--- config.mk ---
export PLATFORM = sky130hd
export DESIGN_NAME = ram_arbiter_flat
export DESIGN_NICKNAME = d
export VERILOG_FILES = /design/src/rtl/ram_arbiter_pkg.sv /design/src/rtl/ram_arbiter_if.sv /design/src/rtl/ram_arbiter.sv /design/src/flat_wrapper.sv
export SDC_FILE = /design/constraint.sdc
export NUM_CORES = 1
export LEC_CHECK = 0
export ABC_AREA = 1
export BUFFER_PORTS_ARGS = -buffer_cell sky130_fd_sc_hd__buf_2
export CAP_MARGIN = 10
export CORE_UTILIZATION = 43
export CTS_BUF_LIST = sky130_fd_sc_hd__clkbuf_4 sky130_fd_sc_hd__clkbuf_8 sky130_fd_sc_hd__clkbuf_16
export DETAILED_ROUTE_END_ITERATION = 12
export PLACE_DENSITY = 0.85
export SETUP_SLACK_MARGIN = 0.1
export SYNTH_ARGS = -nofsm -noshare
export SYNTH_HDL_FRONTEND = slang
export SYNTH_SLANG_ARGS = --single-unit
export TNS_END_PERCENT = 5
--- constraint.sdc ---
create_clock -name clk -period 2.8 [get_ports clk]
set_clock_uncertainty 0.05 [all_clocks]
set_input_delay 0.28 -clock clk [delete_from_list [all_inputs] [get_ports clk]]
set_output_delay 0.28 -clock clk [all_outputs]
set_load 0.01 [all_outputs]
--- src/rtl/ram_arbiter_pkg.sv ---
// ram_arb_pkg: shared types and widths for the RAM arbiter.
//   owner_t    - which requester owns a RAM cycle (none / VGA / CPU / DMA)
//   ADDR_W     - RAM and CPU/DMA address width
//   DATA_W     - RAM data width
//   VGA_ADDR_W - VGA fetch address width (upper bits come from VGA_BASE)
package ram_arb_pkg;
   localparam int ADDR_W     = 16;
   localparam int DATA_W     = 8;
   localparam int VGA_ADDR_W = 13;
   localparam int VGA_BASE_W = ADDR_W - VGA_ADDR_W;

   typedef enum logic [1:0] {
      OWN_NONE = 2'd0,
      OWN_VGA  = 2'd1,
      OWN_CPU  = 2'd2,
      OWN_DMA  = 2'd3
   } owner_t;
endpackage

--- src/rtl/ram_arbiter_if.sv ---
// ram_arbiter_if: bundle of all requester and RAM-side signals of the arbiter.
//   phase                          slot indicator (0 = VGA slot, 1 = CPU slot)
//   cpu_req/we/addr/dbw, cpu_dbr/rdy    CPU port
//   vga_req/addr, vga_dbr/valid         VGA fetch port (read only)
//   dma_req/we/addr/dbw, dma_gnt/dbr/done DMA port
//   ram_addr/dbw/we, ram_dbr            single-port synchronous RAM
// Modport slave is the arbiter's view; master is the requesters'/RAM's view.
interface ram_arbiter_if;
   import ram_arb_pkg::*;

   logic                  phase;

   logic                  cpu_req;
   logic                  cpu_we;
   logic [ADDR_W-1:0]     cpu_addr;
   logic [DATA_W-1:0]     cpu_dbw;
   logic [DATA_W-1:0]     cpu_dbr;
   logic                  cpu_rdy;

   logic                  vga_req;
   logic [VGA_ADDR_W-1:0] vga_addr;
   logic [DATA_W-1:0]     vga_dbr;
   logic                  vga_valid;

   logic                  dma_req;
   logic                  dma_we;
   logic [ADDR_W-1:0]     dma_addr;
   logic [DATA_W-1:0]     dma_dbw;
   logic                  dma_gnt;
   logic [DATA_W-1:0]     dma_dbr;
   logic                  dma_done;

   logic [ADDR_W-1:0]     ram_addr;
   logic [DATA_W-1:0]     ram_dbw;
   logic                  ram_we;
   logic [DATA_W-1:0]     ram_dbr;

   modport slave (
      output phase,
      input  cpu_req, cpu_we, cpu_addr, cpu_dbw,
      output cpu_dbr, cpu_rdy,
      input  vga_req, vga_addr,
      output vga_dbr, vga_valid,
      input  dma_req, dma_we, dma_addr, dma_dbw,
      output dma_gnt, dma_dbr, dma_done,
      output ram_addr, ram_dbw, ram_we,
      input  ram_dbr
   );

   modport master (
      input  phase,
      output cpu_req, cpu_we, cpu_addr, cpu_dbw,
      input  cpu_dbr, cpu_rdy,
      output vga_req, vga_addr,
      input  vga_dbr, vga_valid,
      output dma_req, dma_we, dma_addr, dma_dbw,
      input  dma_gnt, dma_dbr, dma_done,
      input  ram_addr, ram_dbw, ram_we,
      output ram_dbr
   );
endinterface

--- src/rtl/ram_arbiter.sv ---
// ram_arbiter: time-slices one single-port synchronous RAM between VGA, CPU
// and DMA. Even cycles are VGA slots, odd cycles CPU slots; DMA fills unused
// slots and steals a CPU slot once it has waited STARVE_LIM cycles.
// Ports:
//   clk - system clock
//   rst - synchronous, active-low reset
//   bus - ram_arbiter_if.slave (requester ports and RAM port)
// Timing: owner chosen combinationally in cycle N, RAM data returns in N+1
// and is captured at the end of N+1, strobes are visible in N+2.
module ram_arbiter
   import ram_arb_pkg::*;
#(
   parameter logic [VGA_BASE_W-1:0] VGA_BASE   = 3'b110,
   parameter int                    STARVE_LIM = 8
) (
   input  logic          clk,
   input  logic          rst,
   ram_arbiter_if.slave  bus
);

   localparam int WAIT_W = $clog2(STARVE_LIM + 1);

   logic              phase_reg;
   logic [WAIT_W-1:0] wait_reg;
   owner_t            s1_owner_reg;
   logic              s1_we_reg;
   logic [DATA_W-1:0] cpu_dbr_reg;
   logic [DATA_W-1:0] vga_dbr_reg;
   logic [DATA_W-1:0] dma_dbr_reg;
   logic              vga_valid_reg;
   logic              dma_done_reg;

   owner_t            owner;
   logic              owner_we;
   logic              starving;

   assign starving = (wait_reg >= WAIT_W'(STARVE_LIM));

   // Slot owner for the current cycle. Held at none while in reset so the
   // RAM sees no write and DMA sees no grant.
   always_comb begin
      owner = OWN_NONE;
      if (rst) begin
         if (!phase_reg) begin
            if (bus.vga_req)      owner = OWN_VGA;
            else if (bus.dma_req) owner = OWN_DMA;
         end else begin
            if (bus.dma_req && starving) owner = OWN_DMA;
            else if (bus.cpu_req)        owner = OWN_CPU;
            else if (bus.dma_req)        owner = OWN_DMA;
         end
      end
   end

   // RAM port mux; idle cycles present the CPU address with no write.
   always_comb begin
      owner_we     = 1'b0;
      bus.ram_addr = bus.cpu_addr;
      bus.ram_dbw  = bus.cpu_dbw;
      case (owner)
         OWN_VGA: begin
            bus.ram_addr = {VGA_BASE, bus.vga_addr};
         end
         OWN_CPU: begin
            owner_we = bus.cpu_we;
         end
         OWN_DMA: begin
            owner_we     = bus.dma_we;
            bus.ram_addr = bus.dma_addr;
            bus.ram_dbw  = bus.dma_dbw;
         end
         default: begin
            owner_we = 1'b0;
         end
      endcase
   end

   assign bus.ram_we  = owner_we;
   assign bus.dma_gnt = (owner == OWN_DMA);
   // The CPU loses its slot only when a starving DMA takes it.
   assign bus.cpu_rdy = !(rst && phase_reg && starving && bus.dma_req);

   assign bus.phase     = phase_reg;
   assign bus.cpu_dbr   = cpu_dbr_reg;
   assign bus.vga_dbr   = vga_dbr_reg;
   assign bus.dma_dbr   = dma_dbr_reg;
   assign bus.vga_valid = vga_valid_reg;
   assign bus.dma_done  = dma_done_reg;

   // Stage 1 remembers who owned cycle N; stage 2 (data registers and
   // strobes) consumes ram_dbr at the end of N+1. Two accesses can be in
   // flight, which is what allows back-to-back DMA grants.
   always_ff @(posedge clk) begin
      if (!rst) begin
         phase_reg     <= 1'b0;
         wait_reg      <= '0;
         s1_owner_reg  <= OWN_NONE;
         s1_we_reg     <= 1'b0;
         cpu_dbr_reg   <= 8'hFF;
         vga_dbr_reg   <= 8'hFF;
         dma_dbr_reg   <= 8'hFF;
         vga_valid_reg <= 1'b0;
         dma_done_reg  <= 1'b0;
      end else begin
         phase_reg <= ~phase_reg;

         // Count consecutive ungranted DMA cycles, saturating at the limit.
         if (bus.dma_req && !bus.dma_gnt) begin
            if (!starving) wait_reg <= wait_reg + WAIT_W'(1);
         end else begin
            wait_reg <= '0;
         end

         s1_owner_reg <= owner;
         s1_we_reg    <= owner_we;

         vga_valid_reg <= (s1_owner_reg == OWN_VGA);
         dma_done_reg  <= (s1_owner_reg == OWN_DMA);

         if (s1_owner_reg == OWN_VGA)               vga_dbr_reg <= bus.ram_dbr;
         if (s1_owner_reg == OWN_CPU && !s1_we_reg) cpu_dbr_reg <= bus.ram_dbr;
         if (s1_owner_reg == OWN_DMA && !s1_we_reg) dma_dbr_reg <= bus.ram_dbr;
      end
   end

endmodule

--- src/flat_wrapper.sv ---
// flat-port wrapper written by rule: the top's interface ports become plain ports
module ram_arbiter_flat import ram_arb_pkg::*;
#(
   parameter logic [VGA_BASE_W-1:0] VGA_BASE   = 3'b110,
   parameter int                    STARVE_LIM = 8
)
  (clk, rst, bus_phase, bus_cpu_req, bus_cpu_we, bus_cpu_addr, bus_cpu_dbw, bus_cpu_dbr, bus_cpu_rdy, bus_vga_req, bus_vga_addr, bus_vga_dbr, bus_vga_valid, bus_dma_req, bus_dma_we, bus_dma_addr, bus_dma_dbw, bus_dma_gnt, bus_dma_dbr, bus_dma_done, bus_ram_addr, bus_ram_dbw, bus_ram_we, bus_ram_dbr);
  ram_arbiter_if bus_i ();
  input  logic clk;
  input  logic rst;
  output wire logic [$bits(bus_i.phase)-1:0] bus_phase;
  input wire logic [$bits(bus_i.cpu_req)-1:0] bus_cpu_req;
  input wire logic [$bits(bus_i.cpu_we)-1:0] bus_cpu_we;
  input wire logic [$bits(bus_i.cpu_addr)-1:0] bus_cpu_addr;
  input wire logic [$bits(bus_i.cpu_dbw)-1:0] bus_cpu_dbw;
  output wire logic [$bits(bus_i.cpu_dbr)-1:0] bus_cpu_dbr;
  output wire logic [$bits(bus_i.cpu_rdy)-1:0] bus_cpu_rdy;
  input wire logic [$bits(bus_i.vga_req)-1:0] bus_vga_req;
  input wire logic [$bits(bus_i.vga_addr)-1:0] bus_vga_addr;
  output wire logic [$bits(bus_i.vga_dbr)-1:0] bus_vga_dbr;
  output wire logic [$bits(bus_i.vga_valid)-1:0] bus_vga_valid;
  input wire logic [$bits(bus_i.dma_req)-1:0] bus_dma_req;
  input wire logic [$bits(bus_i.dma_we)-1:0] bus_dma_we;
  input wire logic [$bits(bus_i.dma_addr)-1:0] bus_dma_addr;
  input wire logic [$bits(bus_i.dma_dbw)-1:0] bus_dma_dbw;
  output wire logic [$bits(bus_i.dma_gnt)-1:0] bus_dma_gnt;
  output wire logic [$bits(bus_i.dma_dbr)-1:0] bus_dma_dbr;
  output wire logic [$bits(bus_i.dma_done)-1:0] bus_dma_done;
  output wire logic [$bits(bus_i.ram_addr)-1:0] bus_ram_addr;
  output wire logic [$bits(bus_i.ram_dbw)-1:0] bus_ram_dbw;
  output wire logic [$bits(bus_i.ram_we)-1:0] bus_ram_we;
  input wire logic [$bits(bus_i.ram_dbr)-1:0] bus_ram_dbr;
  assign bus_phase = bus_i.phase;
  assign bus_i.cpu_req = bus_cpu_req;
  assign bus_i.cpu_we = bus_cpu_we;
  assign bus_i.cpu_addr = bus_cpu_addr;
  assign bus_i.cpu_dbw = bus_cpu_dbw;
  assign bus_cpu_dbr = bus_i.cpu_dbr;
  assign bus_cpu_rdy = bus_i.cpu_rdy;
  assign bus_i.vga_req = bus_vga_req;
  assign bus_i.vga_addr = bus_vga_addr;
  assign bus_vga_dbr = bus_i.vga_dbr;
  assign bus_vga_valid = bus_i.vga_valid;
  assign bus_i.dma_req = bus_dma_req;
  assign bus_i.dma_we = bus_dma_we;
  assign bus_i.dma_addr = bus_dma_addr;
  assign bus_i.dma_dbw = bus_dma_dbw;
  assign bus_dma_gnt = bus_i.dma_gnt;
  assign bus_dma_dbr = bus_i.dma_dbr;
  assign bus_dma_done = bus_i.dma_done;
  assign bus_ram_addr = bus_i.ram_addr;
  assign bus_ram_dbw = bus_i.ram_dbw;
  assign bus_ram_we = bus_i.ram_we;
  assign bus_i.ram_dbr = bus_ram_dbr;
  ram_arbiter #(.VGA_BASE(VGA_BASE), .STARVE_LIM(STARVE_LIM)) u_core (.clk(clk), .rst(rst), .bus(bus_i));
endmodule
**Word-level counts from Yosys, hierarchy flattened**

Index checks and enable logic that the tools add are counted.

- $add $sub $neg: 1
- Magnitude comparators: 1
- Equal/unequal tests: 6
- Muxes and demuxes: 9
- Bitwise operators: 1
- Reduce and logical (&&, ||, !) cells: 11

Operator list:

| kind | number |
|---|---|
| 16-bit case mux with 2 select lines | 1 |
| 2-bit 2-to-1 mux | 6 |
| 2-bit == test, second input constant | 4 |
| 8-bit 2-to-1 mux | 1 |
| 1-bit logical AND | 7 |
| 4-bit by 1-bit adder with 4-bit output, second input constant | 1 |
| 2-bit by 1-bit == test with 1-bit output, second input constant | 2 |
| 4-bit >= comparator, second input constant | 1 |
| 1-bit logical NOT | 3 |
| 1-bit case mux with 2 select lines | 1 |
| 2-bit AND reduction | 1 |
| 1-bit inverter | 1 |

- Flip-flop bits (word level): 34
- Input port bits: 76
- Output and inout bits: 54

**Longest topological paths before layout**

- Depth in word-level cells: 9
- Gate-level depth with buffers: 9
- Gate-level depth less buffers: 7

**Worst setup path before layout**

No wires, ideal clock.

- Path type: input -> output
- From: input port rst
- To: output port bus_ram_we
- Data arrival time: 1103 ps
- Setup slack: 1367 ps
- Stages: 9
- Cell sequence: buf_4 nand2_1 inv_2 nand2_1 nand2_4 buf_6 nand2_1 nand2_1 nor2_1

- Longest elaborated chain between the ends: 3
- Elaborated cells on any way between the ends: 4

RTL lines:

| item | RTL line | source |
|---|---|---|
| from (decl) | flat_wrapper.sv:10 | `input logic rst;` |
| 2-bit 2-to-1 mux (*) | ram_arbiter.sv:43 | `if (rst) begin` |
| 2-bit == test | ram_arbiter.sv:60 | `case (owner)` |
| 1-bit case mux with 2 select lines (*) | ram_arbiter.sv:60 |  |
| to (decl) | flat_wrapper.sv:31 | `output wire logic [$bits(bus_i.ram_we)-1:0] bus_ram_we;` |

Every way passes the cells marked *; elsewhere a longest branch is shown, timed or not.

**Worst setup path after layout**

- From: register u_core.wait_reg[3]
- To: output port bus_ram_addr[0]

- Longest elaborated chain between the ends: 7
- Elaborated cells on any way between the ends: 8

RTL lines:

| item | RTL line | source |
|---|---|---|
| from (decl) | ram_arbiter.sv:24 | `logic [WAIT_W-1:0] wait_reg;` |
| from (signal assigned) | ram_arbiter.sv:109 | `if (!starving) wait_reg <= wait_reg + WAIT_W'(1);` |
| 4-bit >= comparator (*) | ram_arbiter.sv:37 | `assign starving = (wait_reg >= WAIT_W'(STARVE_LIM));` |
| 1-bit logical AND (*) | ram_arbiter.sv:48 | `if (bus.dma_req && starving) owner = OWN_DMA;` |
| 2-bit 2-to-1 mux (*) | ram_arbiter.sv:48 |  |
| 2-bit 2-to-1 mux (*) | ram_arbiter.sv:44 | `if (!phase_reg) begin` |
| 2-bit 2-to-1 mux (*) | ram_arbiter.sv:43 |  |
| 2-bit == test / 2-bit by 1-bit == test with 1-bit output (equally long branches) | ram_arbiter.sv:60 |  |
| 16-bit case mux with 2 select lines (*) | ram_arbiter.sv:60 |  |
| to (decl) | flat_wrapper.sv:29 | `output wire logic [$bits(bus_i.ram_addr)-1:0] bus_ram_addr;` |

Marked as above.

==> results by group <==
Global route
  – First-pass GRT wire length: 7.97 mm
  – Initial antenna violation count: 0
  – Overall routing resource usage: 23.8%
  – Remaining Overflow, GRT: 0
  – Vias in the first global route: 1837
  – Pin count of the biggest net entering global routing: 43

Clock network
  – Clk root buf: clkbuf_8
  – CTS Hold Bufs: 0
  – Cts bufs inserted: 5
  – # resized after CTS: 0
  – TritonCTS clock tree: yes
  – Post-CTS Setup Inserts: 0
  – H-tree lvl count: 2
  – Clock sinks: 34
  – Worst skew pair latency: around 270 ps
  – Deepest clock path buffer count: 2
  – Clock transition at the registers of the reported paths: 60 ps

Critical path
  – Worst endpoint required time: 2470 ps
  – Worst Setup SP: u_core.wait_reg[3]$_SDFFE_PN0P_
  – WP buf/inv: 3
  – Critical R2R Launch: u_core.bus.phase$_SDFF_PN0_
  – CP max FO: 42
  – Crit-path cells: inv_1, nand2_1, nand2_1, nand2_4, inv_2, nand2_1, nand3_1, buf_2
  – Arrival time at the worst endpoint: 1870 ps
  – Cell mode on critical path: nand2_1
  – Reg-to-reg slack, setup: 1170 ps
  – Crit path kind: register to output port
  – Worst setup EP type: output port
  – R2r worst-path depth: 5
  – RR Endpoint: u_core.wait_reg[1]$_SDFFE_PN0P_
  – Worst setup SP type: register
  – CP delay by family, top: simple AND/OR/NAND/NOR gates
  – Worst path max stage delay: roughly 440 ps
  – CP max stage cell: dfxtp_1

Drt
  – Antenna Nets Post-Route: 0
  – Initial DRT Pass Iterations: 4
  – Drt drc: 0
  – Total Wirelength: 4.89 mm
  – Drt wl/cell: 11.3 um
  – Routed vias/inst: 4.85
  – Via count: 2101
  – Initial DRC Count: ~110

Synth
  – Area share of the largest cell type after synthesis: just under 40%
  – Seq/Total Area, Yosys: between 30% and 40%
  – Cell Area, Synth: 0.00174 sq mm
  – Post-synth top cells: nand2_1 (93), nand3_1 (74), dfxtp_1 (34), inv_1 (14), nor2_1 (10)
  – Synth area leader: dfxtp_1
  – Post-synth EDFFs: 0
  – Syn nets: 337
  – Async SR Flop Fraction: 0%
  – Synth Warn #: 0
  – Cell with the most instances after synthesis: nand2_1
  – Main synth FF type: dfxtp_1
  – Synth Instances: 259
  – Yosys reg bits: 34
  – Avg Cell Area, Syn: around 6.7 sq um
  – Netlist cell types: 24
  – Ranking of synthesized cells by area: dfxtp_1 (39%), nand3_1 (21%), nand2_1 (20%)

STA
  – Unrepaired setup endpoints after global routing: false
  – Slew margin rel.: 63.6%
  – Min Clock Period, post-route: 2200 ps
  – Pin slew with the least headroom to its limit: 544 ps
  – Total negative slack: 0 ps
  – Hold Slack: roughly 190 ps
  – Final hold vios: 0
  – Finish-stage setup viols: 0
  – Slew Viols, Final: 0
  – Period utilisation layout: 78.6%
  – Fmax: 454 MHz

Final layout
  – Layout Cells excl Fill: around 430
  – Post-layout util: 66.0%
  – P&R area growth vs syn: 43.2%
  – Layout Nets: between 400 and 500
  – ANT cells: 0
  – Filler Cell Count: roughly 320
  – Ratio of cells with drive above 1 in the final layout: between 30% and 40%

Placed design
  – Placed Cells incl. Taps: 426
  – Port-buffer cells: ~130
  – Detailed Place HPWL: 3.78 mm
  – Placer congestion estimate: 0.843

Worst hold path
  – Hold depth: 3
  – Hold Path Class: primary input to register
  – Critical hold path startpoint: bus_ram_dbr[1]
  – Hold EP: u_core.bus.vga_dbr[1]$_SDFFE_PN1P_

Die
  – Core area: 0.00377 sq mm
  – Die width: ~66 um
  – Row cnt: 22
  – Ports: between 100 and 150
  – Die Footprint: about 0.0043 sq mm
  – Height of the chip: 65.6 um
  – Starting density of the core: between 40 and 50%

Job
  – Number of max-cap violations: 0

Pwr
  – VDD IR max: approximately 0.22 mV
  – Leak pwr: 1.37 nW
  – Post-layout power: 1.28 mW
  – Pwr dens: 515 mW/mm^2

Status
  – Run status: complete, no violations
[cells in the final DEF, fill, tap and decap left out]
master	n
a21oi_1	1
a31oi_1	1
buf_2	129
buf_4	1
bufinv_16	1
clkbuf_8	6
dfxtp_1	34
ha_1	2
inv_1	14
inv_2	4
mux2i_1	1
nand2_1	93
nand2_2	3
nand2_4	1
nand3_1	74
nor2_1	10
nor2_2	1
nor2_4	2
nor3_1	1
nor3_4	1
o21ai_0	2
o21ai_1	1
xnor2_1	1
xor2_1	1
[worst min-delay path, stage by stage]
cell and delay [ps]:
buf_2 100, nand2_1 50, nand3_1 60
[worst max path at each step]
stage	endpoint	cells after the start
global route	bus_ram_addr[6]	8
detailed placement	bus_ram_addr[0]	9
global placement	bus_ram_addr[0]	9
floorplan	bus_ram_we	9
CTS	bus_ram_addr[0]	8
finish	bus_ram_addr[0]	8
[where the power goes]
| part | internal [mW] | total, mW | switching, mW | leakage (nW) |
|---|---|---|---|---|
| combinational | 0.128 | 0.305 | 0.178 | 1.04 |
| sequential | 0.515 | 0.534 | 0.0191 | 0.280 |
| clock | 0.284 | 0.444 | 0.159 | 0.0573 |
| total | 0.927 | 1.28 | 0.356 | 1.37 |
[cells by family (layout without fill, tap and decap cells)]
family	Yosys count	in the layout	share of synthesized area, %
xor+xnor	2	2	1.01
simple gates	186	186	48.1
buf+inv	29	155	8.20
compound gates	5	5	1.51
flops	34	34	39.1
fa+ha+maj	2	2	1.44
mux	1	1	0.576
[area by class of cell]
cell class	instances	area (sq um)	area share, %
multi-input combinational	196	916	36.8
sequential	34	681	27.3
timing repair buffer	130	653	26.2
clock buffer	6	82.6	3.32
inverter	18	67.6	2.71
tap	48	60.1	2.41
clock inverter	1	30.0	1.21
[through the flow]
stage                     setup slack, ps  area [sq um]
after floorplan                      1370          1740
after global routing                  432          2490
final                                 599          2490
after CTS                             607          2490
after global placement                912          2380
after detailed placement              897          2380
[routing by layer]
metal	share of wire [%]	global-route usage (%)
met1	44	27.9
met2	48	42.8
met4	1.1	6.25
met5	0	0
met3	6.9	5.73
No activity file was read; power rests on OpenSTA's default activity.
